[src/rtl/spi_pkg.sv]
// Shared types and widths for the SPI arbiter block.
package spi_pkg;

   localparam int SPI_DATA_W = 8;
   localparam int TIMEOUT_W  = 8;

   typedef enum logic [2:0] {
      IDLE,
      START,
      WAIT_BUSY,
      BUSY,
      RESP
   } arb_state_t;

endpackage

[src/rtl/spi_rr_arbiter.sv]
// Combinational round-robin picker: the search begins at ptr and wraps
// from NUM_REQ-1 back to 0. The pointer register lives in the parent.
module spi_rr_arbiter
   import spi_pkg::*;
#(
   parameter  int NUM_REQ = 4,
   localparam int IDX_W   = $clog2(NUM_REQ)
) (
   input  logic [NUM_REQ-1:0] req,
   input  logic [IDX_W-1:0]   ptr,
   output logic [NUM_REQ-1:0] grant,
   output logic [IDX_W-1:0]   grant_idx,
   output logic               any_req
);

   logic             found;
   logic [IDX_W-1:0] idx;

   assign any_req = |req;

   // Walk the requesters in priority order starting at ptr; the first hit wins.
   always_comb begin
      // NOTE: every variable gets a default before the loop so no latch is inferred.
      grant     = '0;
      grant_idx = '0;
      found     = 1'b0;
      idx       = '0;
      for (int ofs = 0; ofs < NUM_REQ; ofs++) begin
         idx = IDX_W'((int'(ptr) + ofs) % NUM_REQ);
         if (!found && req[idx]) begin
            found      = 1'b1;
            grant[idx] = 1'b1;
            grant_idx  = idx;
         end
      end
   end

endmodule

[src/rtl/spi_arbiter.sv]
// Shares one SPI driver among NUM_REQ requesters. Each transfer is one
// full-duplex byte with a dedicated active-low chip select; a watchdog
// aborts a transfer if the driver never raises or never drops busy.
module spi_arbiter
   import spi_pkg::*;
#(
   parameter  int NUM_REQ     = 4,
   parameter  int TIMEOUT_CYC = 255,
   localparam int IDX_W       = $clog2(NUM_REQ)
) (
   input  logic                           clk,
   input  logic                           rst,
   input  logic [NUM_REQ-1:0]             req_valid,
   input  logic [NUM_REQ*SPI_DATA_W-1:0]  req_data,
   output logic [NUM_REQ-1:0]             req_ready,
   output logic [NUM_REQ-1:0]             rsp_valid,
   output logic [SPI_DATA_W-1:0]          rsp_data,
   output logic                           rsp_err,
   output logic [IDX_W-1:0]               grant_id,
   output logic                           spi_start,
   output logic [SPI_DATA_W-1:0]          spi_tx_data,
   input  logic                           spi_busy,
   input  logic [SPI_DATA_W-1:0]          spi_rx_data,
   output logic [NUM_REQ-1:0]             cs_n
);

   localparam logic [TIMEOUT_W-1:0] TMO_MAX = TIMEOUT_W'(TIMEOUT_CYC);

   arb_state_t             state, state_next;
   logic [IDX_W-1:0]       ptr, ptr_next;
   logic [NUM_REQ-1:0]     sel, sel_next;
   logic [TIMEOUT_W-1:0]   tmo_cnt, tmo_cnt_next;

   logic [NUM_REQ-1:0]     req_ready_next, rsp_valid_next, cs_n_next;
   logic [SPI_DATA_W-1:0]  rsp_data_next, spi_tx_data_next, win_data;
   logic                   rsp_err_next, spi_start_next;
   logic [IDX_W-1:0]       grant_id_next;

   logic [NUM_REQ-1:0]     arb_grant;
   logic [IDX_W-1:0]       arb_idx;
   logic                   any_req;

   spi_rr_arbiter #(.NUM_REQ(NUM_REQ)) u_rr (
      .req       (req_valid),
      .ptr       (ptr),
      .grant     (arb_grant),
      .grant_idx (arb_idx),
      .any_req   (any_req)
   );

   // Select the tx byte of the requester the arbiter would grant this cycle.
   always_comb begin
      win_data = '0;
      for (int i = 0; i < NUM_REQ; i++) begin
         if (arb_grant[i]) win_data = req_data[i*SPI_DATA_W +: SPI_DATA_W];
      end
   end

   // Next-state and next-output decode; every output is registered below.
   always_comb begin
      state_next       = state;
      ptr_next         = ptr;
      sel_next         = sel;
      tmo_cnt_next     = tmo_cnt;
      req_ready_next   = '0;
      rsp_valid_next   = '0;
      spi_start_next   = 1'b0;
      rsp_data_next    = rsp_data;
      rsp_err_next     = rsp_err;
      spi_tx_data_next = spi_tx_data;
      grant_id_next    = grant_id;
      cs_n_next        = cs_n;
      case (state)
         IDLE: begin
            if (any_req) begin
               sel_next         = arb_grant;
               grant_id_next    = arb_idx;
               spi_tx_data_next = win_data;
               req_ready_next   = arb_grant;
               state_next       = START;
            end
         end
         START: begin
            spi_start_next = 1'b1;
            cs_n_next      = ~sel;
            tmo_cnt_next   = '0;
            state_next     = WAIT_BUSY;
         end
         WAIT_BUSY: begin
            if (spi_busy) begin
               tmo_cnt_next = '0;
               state_next   = BUSY;
            end else if (tmo_cnt == TMO_MAX) begin
               rsp_data_next = '0;
               rsp_err_next  = 1'b1;
               state_next    = RESP;
            end else begin
               tmo_cnt_next = tmo_cnt + TIMEOUT_W'(1);
            end
         end
         BUSY: begin
            // The driver updates its rx byte on the same edge that drops busy.
            if (!spi_busy) begin
               rsp_data_next = spi_rx_data;
               rsp_err_next  = 1'b0;
               state_next    = RESP;
            end else if (tmo_cnt == TMO_MAX) begin
               rsp_data_next = '0;
               rsp_err_next  = 1'b1;
               state_next    = RESP;
            end else begin
               tmo_cnt_next = tmo_cnt + TIMEOUT_W'(1);
            end
         end
         RESP: begin
            rsp_valid_next = sel;
            cs_n_next      = '1;
            ptr_next       = (grant_id == IDX_W'(NUM_REQ - 1)) ? '0 : grant_id + IDX_W'(1);
            state_next     = IDLE;
         end
         default: state_next = IDLE;
      endcase
   end

   // State, pointer and registered outputs; reset aborts any transfer silently.
   always_ff @(posedge clk or posedge rst) begin
      if (rst) begin
         state       <= IDLE;
         ptr         <= '0;
         sel         <= '0;
         tmo_cnt     <= '0;
         req_ready   <= '0;
         rsp_valid   <= '0;
         spi_start   <= 1'b0;
         rsp_data    <= '0;
         rsp_err     <= 1'b0;
         spi_tx_data <= '0;
         grant_id    <= '0;
         cs_n        <= '1;
      end else begin
         // NOTE: non-blocking so every register samples pre-edge values.
         state       <= state_next;
         ptr         <= ptr_next;
         sel         <= sel_next;
         tmo_cnt     <= tmo_cnt_next;
         req_ready   <= req_ready_next;
         rsp_valid   <= rsp_valid_next;
         spi_start   <= spi_start_next;
         rsp_data    <= rsp_data_next;
         rsp_err     <= rsp_err_next;
         spi_tx_data <= spi_tx_data_next;
         grant_id    <= grant_id_next;
         cs_n        <= cs_n_next;
      end
   end

endmodule

[config.mk]
export PLATFORM = sky130hd
export DESIGN_NAME = spi_arbiter
export DESIGN_NICKNAME = d
export VERILOG_FILES = /design/src/rtl/spi_pkg.sv /design/src/rtl/spi_rr_arbiter.sv /design/src/rtl/spi_arbiter.sv
export SDC_FILE = /design/constraint.sdc
export NUM_CORES = 1
export LEC_CHECK = 0
export BUFFER_PORTS_ARGS = -buffer_cell sky130_fd_sc_hd__buf_2
export CAP_MARGIN = 10
export CORE_MARGIN = 2
export CORE_UTILIZATION = 40
export CTS_BUF_LIST = sky130_fd_sc_hd__clkbuf_4 sky130_fd_sc_hd__clkbuf_8
export CTS_CLUSTER_DIAMETER = 80
export DETAILED_ROUTE_END_ITERATION = 12
export GPL_TIMING_DRIVEN = 0
export PLACE_DENSITY_LB_ADDON = 0.2
export SLEW_MARGIN = 25
export SYNTH_ARGS = -nofsm -noshare
export SYNTH_HDL_FRONTEND = slang
export SYNTH_SLANG_ARGS = --single-unit
[constraint.sdc]
create_clock -name clk -period 8 [get_ports clk]
set_clock_uncertainty 0.2 [all_clocks]
set_input_delay 1.6 -clock clk [delete_from_list [all_inputs] [get_ports clk]]
set_output_delay 1.6 -clock clk [all_outputs]
set_load 0.02 [all_outputs]
---- After elaboration in Yosys (flattened, before gate mapping) ----
Index checks and enable logic that the tools add are counted.
storage, ports and cells
  bits in registers ....................... 49
  output and inout bits ................... 32
cells by class
  $add $sub $neg .......................... 5
  multiplexer cells ....................... 54
  bitwise gates (word level) .............. 4
  equal/unequal tests ..................... 9
  $lt $le $gt $ge ......................... 8
  reductions and logical operators ........ 18
operators by type and width
  operator                                                           number
  2-to-1 mux 8 bit                                                   10
  2-to-1 mux 4 bit                                                   7
  case mux 8 bit (3 select lines)                                    1
  case mux 8 bit (2 select lines)                                    1
  2-to-1 mux 1 bit                                                   15
  < comparator 2 x 3 -> 1 bit, second input constant                 4
  2-to-1 mux 3 bit                                                   4
  OR 4 bit                                                           3
  case mux 3 bit (4 select lines)                                    1
  2-to-1 mux 2 bit                                                   5
  adder 8 x 1 -> 8 bit, second input constant                        1
  binary-select mux 1 bit (select 2 bit)                             4
  demux 1 bit (select 2 bit)                                         4
  == test 8 bit, second input constant                               1
  greater-or-equal comparator 2 x 1 -> 1 bit, second input constant  4
  case mux 4 bit (2 select lines)                                    1
  logical AND 1 bit                                                  7
  == test 3 x 2 -> 1 bit, second input constant                      2
  inequality test 2 bit, second input constant                       3
  AND reduction 2 bit                                                3
  adder 2 x 1 -> 2 bit, second input constant                        2
  adder 2 bit, second input constant                                 2
  NOT 4 bit                                                          1
  nonzero test 2 bit                                                 2
  other kinds (8)                                                    10

---- Longest topological paths before layout ----
Gate-level depths: netlist of the first run.
  depth after elaboration ................. 16
  mapped depth ............................ 12
  depth with buffers taken out ............ 8

---- Hierarchy ----
From an unflattened synthesis of the first run, not the netlist that was laid out.
second synthesis, totals
  cell total of the unflattened synthesis .. 257
  area, all modules ....................... 2,663.8 um2
modules (own cells, without submodules)
  module          cells each  seq. area each (um2)  area each (um2)  times used
  spi_arbiter     208         1,231.2               2,252.2          1
  spi_rr_arbiter  49          0.0                   411.6            1

---- Worst setup path before layout of the first run ----
Ideal clock, no wire load.
  path kind ............................... in2reg
  from .................................... in req_valid[0]
  to ...................................... reg spi_tx_data[7]
  setup slack ............................. 4,427 ps
  data required time ...................... 7,680 ps
  path buffers ............................ 2
  arrival ................................. 3,253 ps
  cell stages on the path ................. 8
  cells stage by stage .................... buf_4 -> mux4_2 -> nand3b_1 -> a21oi_2 -> a221oi_4 -> buf_6 -> or2_0 -> a31o_1
on the way
  word-level cells in the longest chain between the ends .. 16
ends and longest elaborated chain
  element                                 line                  source
  start: declaration                      spi_arbiter.sv:13     input logic [NUM_REQ-1:0] req_valid,
  binary-select mux 1 bit (select 2 bit)  spi_rr_arbiter.sv:30  if (!found && req[idx]) begin
  2-to-1 mux 1 bit (implied by the code)  spi_rr_arbiter.sv:30
  2-to-1 mux 1 bit                        spi_rr_arbiter.sv:30
  logical NOT 1 bit                       spi_rr_arbiter.sv:30
  logical AND 1 bit                       spi_rr_arbiter.sv:30
  2-to-1 mux 1 bit                        spi_rr_arbiter.sv:30
  logical NOT 1 bit                       spi_rr_arbiter.sv:30
  logical AND 1 bit                       spi_rr_arbiter.sv:30
  2-to-1 mux 1 bit                        spi_rr_arbiter.sv:30
  logical NOT 1 bit                       spi_rr_arbiter.sv:30
  logical AND 1 bit                       spi_rr_arbiter.sv:30
  2-to-1 mux 4 bit                        spi_rr_arbiter.sv:30
  2-to-1 mux 8 bit (4 in a row)           spi_arbiter.sv:55     if (arb_grant[i]) win_data = req_data[i*SPI_DATA_W +: SPI_DATA_W];
  end signal: assignment                  spi_arbiter.sv:151    spi_tx_data <= spi_tx_data_next;
  end: declaration                        spi_arbiter.sv:21     output logic [SPI_DATA_W-1:0] spi_tx_data,
Parallel ways exist; a longest one is shown, timed or not. The select of a mux whose other input is x is not followed.
A chain may end at the register's enable or synchronous reset.

---- Final worst setup path of the first run ----
  from .................................... in req_valid[0]
  to ...................................... reg spi_tx_data[5]
The elaborated chain is that of the path after synthesis.

==> results of run 1 <==
==> power groups by stage <==
stage          logic, uW  clock network [uW]  registers, uW
4_1_cts              745                 156            403
6_report             739                 151            402
3_5_place_dp         741                   0            407
3_3_place_gp         734                   0            403
5_1_grt              821                 164            413
2_1_floorplan        490                   0            469
==> logic make-up after synthesis <==
group | synth area share [%]
DFF | 43.89
and+or+nand+nor | 18.64
buffers and inverters | 6.779
xor gates and xnor gates | 1.561
AOI/OAI and AO/OA | 22.39
muxes | 3.167
adders and majority gates | 3.568
==> Yosys cell counts, types with 4 or more instances <==
cell,n,area [um2]
a31o_1,8,70.07
nand2b_1,5,31.28
nand2_1,13,48.80
or2_2,7,43.79
buf_6,4,45.04
nor3_1,4,20.02
buf_2,4,20.02
a21oi_1,13,65.06
inv_1,23,86.33
o31ai_1,4,30.03
dfrtp_1,45,1126
ha_1,8,100.1
dfstp_2,4,105.1
o221ai_1,8,70.07
a21o_1,4,30.03
clkbuf_1,4,15.01
and3_1,4,25.02
a31o_2,8,70.07
a22o_1,8,70.07
o21ai_0,4,20.02
nor2b_1,13,81.33
nor2_1,27,101.4
==> state kept, by name, indices dropped and copies added (netlist names) <==
| register | cells |
|---|---|
| req_ready | 4 |
| sel | 4 |
| tmo_cnt | 8 |
| spi_start | 1 |
| rsp_data | 8 |
| state | 3 |
| spi_tx_data | 8 |
| rsp_err | 1 |
| rsp_valid | 4 |
| ptr | 2 |
| grant_id | 2 |
| cs_n | 4 |
==> path summary, 6_finish.rpt <==
| kind | end | slack (ps) | cells after the start |
|---|---|---|---|
| setup / recovery | spi_tx_data[5] | 4390 | 8 |
| hold / removal | cs_n[1] | 240 | 1 |
| setup reg to reg | spi_tx_data[5] | 4560 | 11 |
| hold reg to reg | cs_n[1] | 240 | 1 |
| max in group asynchronous | cs_n[2] | 5900 | 3 |
| min in group asynchronous | req_ready[3] | 1120 | 2 |
==> layout make-up <==
| cell class | count | area [um2] |
|---|---|---|
| Buffer | 15 | 103.9 |
| Clock buffer | 5 | 68.82 |
| Fill cell | 652 | 3353 |
| Inverter | 23 | 86.33 |
| Sequential cell | 49 | 1231 |
| Multi-Input combinational cell | 191 | 1390 |
| Tap cell | 96 | 120.1 |
| Timing Repair Buffer | 80 | 415.4 |
| Clock inverter | 3 | 25.02 |
==> per-stage QoR <==
step           std cells  hold slack, ps  worst slack (ps)  instance area, um2  utilization, %
2_1_floorplan        278           197.3              4427                2805               -
6_report             462           236.7              4386                3441           50.64
5_1_grt              462           251.7              4263                3441           50.64
4_1_cts              462           233.7              4388                3441           50.64
3_5_place_dp         454           223.9              4064                3347           49.26
3_3_place_gp         452           221.9              3701                3316           48.80
==> placed cells by master, fill, tap and decap left out, drive strengths merged, types with 3 or more instances in the layout <==
cell type   n
clkbuf      9
mux4        3
nand3b      3
nand2      14
inv        25
a221oi      3
a22o        8
dfstp       4
nor2b      14
and3        4
or2         8
a31o       16
nand3       3
and3b       3
xor2        3
buf        90
o21ai       5
o221ai      9
ha          8
a21o        4
nand2b      5
nor2       28
nor3        4
a21oi      14
nand4       3
dfrtp      45
o31ai       4
==> metal layers <==
layer	part of all wire, %	wire, um	vias to the layer above
met5	0	0	-
met4	1.1	69	0
met3	4.5	277	5
met2	46	2847	59
met1	48	2972	1117
li1	-	-	1167
==> results.tsv, run 1 <==
metric	value	unit
# rows	30	
Worst EP arrival	3610	ps
Yosys Warn Count	0	
Setup Crit Path Kind	in2reg	
hold_buf cts	0	
Reg power frac	31.1	%
WL final	6166	um
Final Cycle Share	45.18	%
net count after synthesis	333	
IO buf count	78	
GRT met1 Usage	21.70	%
TritonRoute pass-1 iters	4	
Clock Sinks	49	
Core Box Area	6794	um2
fin. max-slew vios	0	
Max-slew headroom	54.17	%
number of synthesized flops with an enable pin	0	
Post-CTS Setup Bufs	0	
internal cell power	724.7	uW
measured slew at the worst slew-check pin	685.9	ps
busiest layer in global routing	met2	
Net Switching	567.6	uW
cell mode on critical path	buf_2	
max-cap violations	0	
clock share of power	11.7	%
clk buf depth	2	
PostCTS Resize Cnt	0	
critical path launch point	req_valid[0]	
initial antenna violation count	0	
worst path cell trace	buf_2 > buf_4 > nor4_1 > nor4_2 > buf_2 > dlygate4sd1_1 > a31o_2 > a31o_1	
Hold Crit Class	reg2reg	
Remaining Overflow, GRT	0	
hpwl dp	4717	um
post-route ant nets	0	
final hold vios	0	
Worst setup EP type	flip-flop	
layout cells sized above 1	36.34	%
hold_sp	sel[1]	
clk root buf	clkbuf_8	
status	finished, final reports clean	
Placer Congestion	0.7805	
Via density	5.082	
initial DRC count	83	
RSZ-0062 raised after global routing	false	
Leak	0.001728	uW
CTS Buf Count	5	
Initial Util	41.29	%
FMAX	0.2767	GHz
grt met3 use	2.922	%
Final Power	1292	uW
CP Max Fanout	10	
M2 GR Usage	27.13	%
Antenna Cells	0	
DRC	0	
Critical-path top delay cell	nor4_1	
Mapped Cells	278	
Seq cells post-synth	49	
Peak VDD IR	181.4	uV
Crit path buffers/inverters	4	
Post-Syn Area	2805	um2
Syn Area/Cell	10.09	um2
Combinational Power Share	57.2	%
clock latency on the worst-skew pair	300	ps
ys async rst share	100.0	%
CTS tree	built	
cell family with the largest share of critical-path delay	buffers and inverters	
vias	2348	
die area	7699	um2
fin nets	420	
htree depth	2	
CP Data Required Time	8000	ps
sequential share of the synthesized area	43.89	%
largest net degree at the start of global routing	26	
Tmin final	3614	ps
vias in the first global route	2125	
wire per inst	13.35	um
die width	87.75	um
first-pass GRT wire length	9956	um
PwrDens	375.6	nW/um2
# IOs	79	
Setup Viol. Count Final	0	
clk slew on worst S/H paths	100	ps
Top FF cell, synth	dfrtp_1	
max incr delay on CP	560	ps
switching share of power	43.92	%
setup TNS	0	ps
FF-to-FF Start	ptr[0]	
crit start category	input port	
Total GRT Usage	16.19	%
die height	87.75	um
area grow syn2layout	22.66	%
distinct cell type count after synthesis	58	
Note: power is estimated with default switching activity, not from simulation.
==> run 2: changes to the inputs <==
==> constraint.sdc (replaced) <==
create_clock -name clk -period 3.1 [get_ports clk]
set_clock_uncertainty 0.2 [all_clocks]
set_input_delay 0.62 -clock clk [delete_from_list [all_inputs] [get_ports clk]]
set_output_delay 0.62 -clock clk [all_outputs]
set_load 0.02 [all_outputs]
==> results.tsv, run 2 (synthesized netlist as in run 1, its figures left out) <==
metric	value	unit	change
Setup Viol. Count Final	0		unchanged
hpwl dp	4717	um	unchanged
most common cell after layout, fill and taps aside	buf_2		
final hold vios	0		unchanged
clk root buf	clkbuf_8		
Placer Congestion	0.7805		unchanged
layout cells sized above 1	39.36	%	+3.0 points
fin. max-slew vios	0		unchanged
clock latency on the worst-skew pair	300	ps	about the same
status	finished, final reports clean		
Leak	0.001782	uW	+3.1%
Setup Crit Path Kind	reg2reg		
biggest regs	rsp_data (8), spi_tx_data (8), tmo_cnt (8)		
Final Instance Area	3568	um2	+3.7%
Combinational Power Share	59.8	%	+2.6 points
cell mode on critical path	buf_6		
die width	87.75	um	unchanged
Core Box Area	6794	um2	unchanged
RSZ-0062 raised after global routing	false		
fin nets	430		+2.4%
switching share of power	43.43	%	-0.49 points
Remaining Overflow, GRT	0		unchanged
internal cell power	2000	uW	+180%
Final Power	3535	uW	+170%
htree depth	2		unchanged
CTS tree	built		
worst path cell trace	buf_6 > inv_2 > ha_1 > buf_6 > mux4_2 > nand3b_1 > a21oi_2 > a221oi_4 > buf_4 > or2_2 > a31o_1		
CP Max Fanout	7		-3
crit start category	flip-flop		
FMAX	0.3360	GHz	
CTS Buf Count	5		unchanged
DP Cell Count	454		unchanged
clk slew on worst S/H paths	100	ps	about the same
IO buf count	78		unchanged
Max-slew headroom	52.13	%	-2.0 points
vias in the first global route	2186		+2.9%
TritonRoute pass-1 iters	4		unchanged
post-route ant nets	0		unchanged
area grow syn2layout	27.21	%	
fin cells	472		+2.2%
die area	7699	um2	unchanged
Placed Area	3347	um2	unchanged
Worst setup EP type	flip-flop		
initial antenna violation count	0		unchanged
Peak VDD IR	526.6	uV	+190%
Final Cycle Share	96.01	%	
Tmin final	2976	ps	
die height	87.75	um	unchanged
DRC	0		unchanged
max incr delay on CP	610	ps	+50 ps
Clock Sinks	49		unchanged
Net Switching	1535	uW	+170%
# rows	30		unchanged
wire per inst	13.51	um	+1.2%
PwrDens	990.7	nW/um2	+160%
Worst EP arrival	2970	ps	-640 ps
measured slew at the worst slew-check pin	716.5	ps	+30.55 ps
clk buf depth	2		unchanged
flop2flop setup slack	120	ps	-4440 ps
Hold Crit Class	in2async		
Via density	5.083		about the same
CP Data Required Time	3100	ps	-4900 ps
# IOs	79		unchanged
first-pass GRT wire length	10260	um	+3.1%
initial DRC count	84		+1.2%
clock share of power	11.0	%	-0.7 points
max-cap violations	0		unchanged
vias	2399		+2.2%
most frequent cells in the layout	82 x buf_2, 43 x dfrtp_1, 27 x nor2_1, 20 x inv_1		
Initial Util	41.29	%	unchanged
Critical-path top delay cell	mux4_2		
Reg power frac	29.2	%	-1.9 points
hold_buf cts	0		unchanged
WL final	6375	um	+3.4%
largest net degree at the start of global routing	26		unchanged
Antenna Cells	0		unchanged
Total GRT Usage	16.75	%	+0.55 points
run 2: cell types whose count changed in the layout (fill, tap and decap cells not counted), sizes merged:
cell | before | now
buf | 90 | 100
run 2: area by class of cell:
type                            count  area, um2
Buffer                             14      98.84
Clock buffer                        5      68.82
Clock inverter                      3      25.02
Fill cell                         635       3226
Inverter                           23      86.33
Multi-Input combinational cell    191       1434
Sequential cell                    49       1234
Tap cell                           96      120.1
Timing Repair Buffer               91      501.7
run 2: final timing paths:
check,startpoint,end,depth (start not counted)
min,rst,req_ready[3],2
max,ptr[0],spi_tx_data[5],11
max in group asynchronous,rst,cs_n[2],3
max reg2reg,ptr[0],spi_tx_data[5],11
min reg2reg,sel[1],cs_n[1],1
min in group clk,sel[1],cs_n[1],1
run 2: through the flow:
| step | hold slack [ps] | setup TNS [ps] | setup WS [ps] | util (%) |
|---|---|---|---|---|
| detailed placement | 223.9 | -2825 | -296.4 | 49.26 |
| finish | 139.1 | 0 | 123.7 | 52.52 |
| CTS | 150.9 | 0 | 3.247 | 51.97 |
| floorplan | 197.3 | 0 | 32.25 | - |
| global placement | 221.9 | -2804 | -311.4 | 48.80 |
| global route | 176.1 | 0 | 3.192 | 52.52 |
run 2: what timing repair did:
action                                 CTS  global route
setup endpoints to repair               14             9
cloned                                   1             0
gates resized for setup                  9             4
endpoints found under the hold margin    0             0
pin swaps                                1             2
buffers inserted                         5             5
run 2: power groups by stage:
stage / sequential, uW / combinational [uW] / clock, uW
2_1_floorplan: 1210 / 1270 / 0
3_3_place_gp: 1040 / 1890 / 0
3_5_place_dp: 1050 / 1910 / 0
4_1_cts: 1040 / 2080 / 403
5_1_grt: 1060 / 2330 / 423
6_report: 1030 / 2110 / 389
run 2: metal layers:
metal	global-route usage, %	vias up	share of wire [%]
met5	0	-	0
met4	4.196	0	1.1
met3	2.922	5	4.3
met2	28.44	60	47
met1	22.24	1146	48
li1	-	1188	-
run 2: worst max-delay path, delay by kind of cell, from the launching register on:
family	cells	cell delay (ps)
fa+ha+maj	1	280
buf+inv	4	440
simple gates	2	480
compound gates	3	470
flops	1	390
mux	1	610
==> run 3: changes to the inputs <==
--- a/config.mk
+++ b/config.mk
@@ -5,11 +5,11 @@
 export SDC_FILE = /design/constraint.sdc
 export NUM_CORES = 1
 export LEC_CHECK = 0
-export BUFFER_PORTS_ARGS = -buffer_cell sky130_fd_sc_hd__buf_2
+export BUFFER_PORTS_ARGS = -buffer_cell sky130_fd_sc_hd__buf_4
 export CAP_MARGIN = 10
 export CORE_MARGIN = 2
 export CORE_UTILIZATION = 40
-export CTS_BUF_LIST = sky130_fd_sc_hd__clkbuf_4 sky130_fd_sc_hd__clkbuf_8
+export CTS_BUF_LIST = sky130_fd_sc_hd__clkbuf_8
 export CTS_CLUSTER_DIAMETER = 80
 export DETAILED_ROUTE_END_ITERATION = 12
 export GPL_TIMING_DRIVEN = 0
==> results.tsv, run 3 (synthesized netlist as in run 1, its figures left out) <==
metric	value	unit	change
die height	87.75	um	unchanged
initial antenna violation count	0		unchanged
fin nets	428		-0.47%
Antenna Cells	0		unchanged
Combinational Power Share	60.8	%	+1.0 points
clock latency on the worst-skew pair	300	ps	about the same
Net Switching	1547	uW	+0.75%
Total GRT Usage	17.55	%	+0.80 points
most common cell after layout, fill and taps aside	buf_4		
Leak	0.001825	uW	+2.4%
clk slew on worst S/H paths	90	ps	about the same
Worst EP arrival	2950	ps	-20 ps
Placer Congestion	0.7890		+1.1%
post-route ant nets	0		unchanged
die width	87.75	um	unchanged
FMAX	0.3383	GHz	+0.69%
Max-slew headroom	54.38	%	+2.2 points
crit start category	flip-flop		
WL final	6510	um	+2.1%
layout cells sized above 1	38.77	%	-0.59 points
Reg-to-Reg End	spi_tx_data[5]		
vias	2413		+0.58%
FILL cells	605		-4.7%
Setup Crit Path Kind	reg2reg		
area grow syn2layout	33.45	%	
internal cell power	2074	uW	+3.7%
FF-to-FF Start	ptr[1]		
IO buf count	78		unchanged
TritonRoute pass-1 iters	4		unchanged
fin. max-slew vios	0		unchanged
Final Hold Slack	136.8	ps	-2.256 ps
# IOs	79		unchanged
biggest regs	rsp_data (8), spi_tx_data (8), tmo_cnt (8)		
Reg power frac	28.6	%	-0.6 points
clock share of power	10.7	%	-0.3 points
largest net degree at the start of global routing	28		+7.7%
switching share of power	42.72	%	-0.71 points
Final Power	3620	uW	+2.4%
htree depth	2		unchanged
Worst setup EP type	flip-flop		
measured slew at the worst slew-check pin	682.9	ps	-33.60 ps
CP Data Required Time	3100	ps	about the same
die area	7699	um2	unchanged
Initial Util	41.29	%	unchanged
hpwl dp	4760	um	+0.90%
clk root buf	clkbuf_8		
vias in the first global route	2267		+3.7%
Peak VDD IR	617.5	uV	+17%
CP Max Fanout	7		unchanged
area of the multi-input gates	1436	um2	+0.17%
CTS Buf Count	5		unchanged
clk buf depth	2		unchanged
DRC	0		unchanged
worst path cell trace	inv_1 > ha_1 > buf_6 > mux4_2 > nand3b_1 > a21oi_2 > a221oi_4 > buf_4 > or2_2 > a31o_1		
RSZ-0062 raised after global routing	false		
flop2flop setup slack	140	ps	+20 ps
status	finished, final reports clean		
Tmin final	2956	ps	-20.27 ps
wire per inst	13.85	um	+2.6%
Via density	5.134		+1.0%
first-pass GRT wire length	10680	um	+4.1%
max incr delay on CP	620	ps	about the same
reg2reg path depth	10		-1
final hold vios	0		unchanged
Clock Sinks	49		unchanged
most frequent cells in the layout	89 x buf_4, 43 x dfrtp_1, 27 x nor2_1, 21 x inv_1		
max-cap violations	0		unchanged
Reg area	1234	um2	unchanged
CTS tree	built		
Critical-path top delay cell	mux4_2		
Hold Crit Class	in2async		
Setup Viol. Count Final	0		unchanged
initial DRC count	82		-2.4%
# rows	30		unchanged
PwrDens	967.1	nW/um2	-2.4%
Final Cycle Share	95.36	%	-0.65 points
Core Box Area	6794	um2	unchanged
Remaining Overflow, GRT	0		unchanged
run 3: changes by cell type in the layout (fill, tap and decap cells not counted), sizes merged:
cell    change
buf         -2
clkinv      +1
inv         -1
run 3: power by group through the flow:
stage               combinational [uW]  clock [uW]  sequential [uW]
floorplan                         1270           0             1210
global placement                  2000           0             1040
detailed placement                2030           0             1050
CTS                               2170         402             1040
global route                      2410         421             1060
finish                            2200         386             1030
run 3: metrics by stage:
stage	instances	util [%]	setup slack [ps]	area [um2]	TNS [ps]
floorplan	278	-	32.25	2805	0
global placement	452	51.68	-361.7	3511	-3136
detailed placement	454	52.14	-351.8	3542	-3100
CTS	467	54.71	4.203	3717	0
global route	470	55.10	16.41	3744	0
finish	470	55.10	144.0	3744	0
run 3: critical path: cells and delay by family (launching register included):
kind | cells | cell delay (ps)
flip-flops | 1 | 420
adder cells (fa/ha/maj) | 1 | 310
buffers and inverters | 3 | 360
multiplexers | 1 | 620
AO/OA/AOI/OAI | 3 | 450
AND/OR/NAND/NOR | 2 | 480
run 3: what timing repair did:
item | in CTS | in global routing
pin swaps | 3 | 1
hold buffers | 0 | 0
endpoints found under the setup margin | 14 | 9
buffers inserted | 5 | 5
gates resized for setup | 9 | 2
run 3: worst max-delay path by stage:
stage | startpoint | slack, ps | to | cells past startpoint
final | ptr[1] | 140 | spi_tx_data[5] | 10
after global routing | ptr[1] | 20 | spi_tx_data[4] | 10
after CTS | ptr[0] | 4 | spi_tx_data[5] | 12
after detailed placement | ptr[0] | -350 | spi_tx_data[2] | 11
after global placement | ptr[0] | -360 | spi_tx_data[2] | 12
after floorplan | ptr[0] | 30 | spi_tx_data[7] | 12
run 3: layout make-up:
type,instances,area share [%]
repair buffers,90,18.42
plain buffers,13,2.340
flip-flops and latches,49,32.95
multi-input cells,191,38.37
clock inverters,3,0.5682
well taps,96,3.209
inverters,23,2.306
clock buffers,5,1.838
run 3: layer usage:
layer / global-route usage, % / vias to the layer above / part of all wire [%]
met2: 28.72 / 56 / 49
met4: 5.315 / 0 / 1.2
met3: 3.582 / 5 / 4.4
met1: 23.54 / 1164 / 46
li1: - / 1188 / -
met5: 0 / - / 0
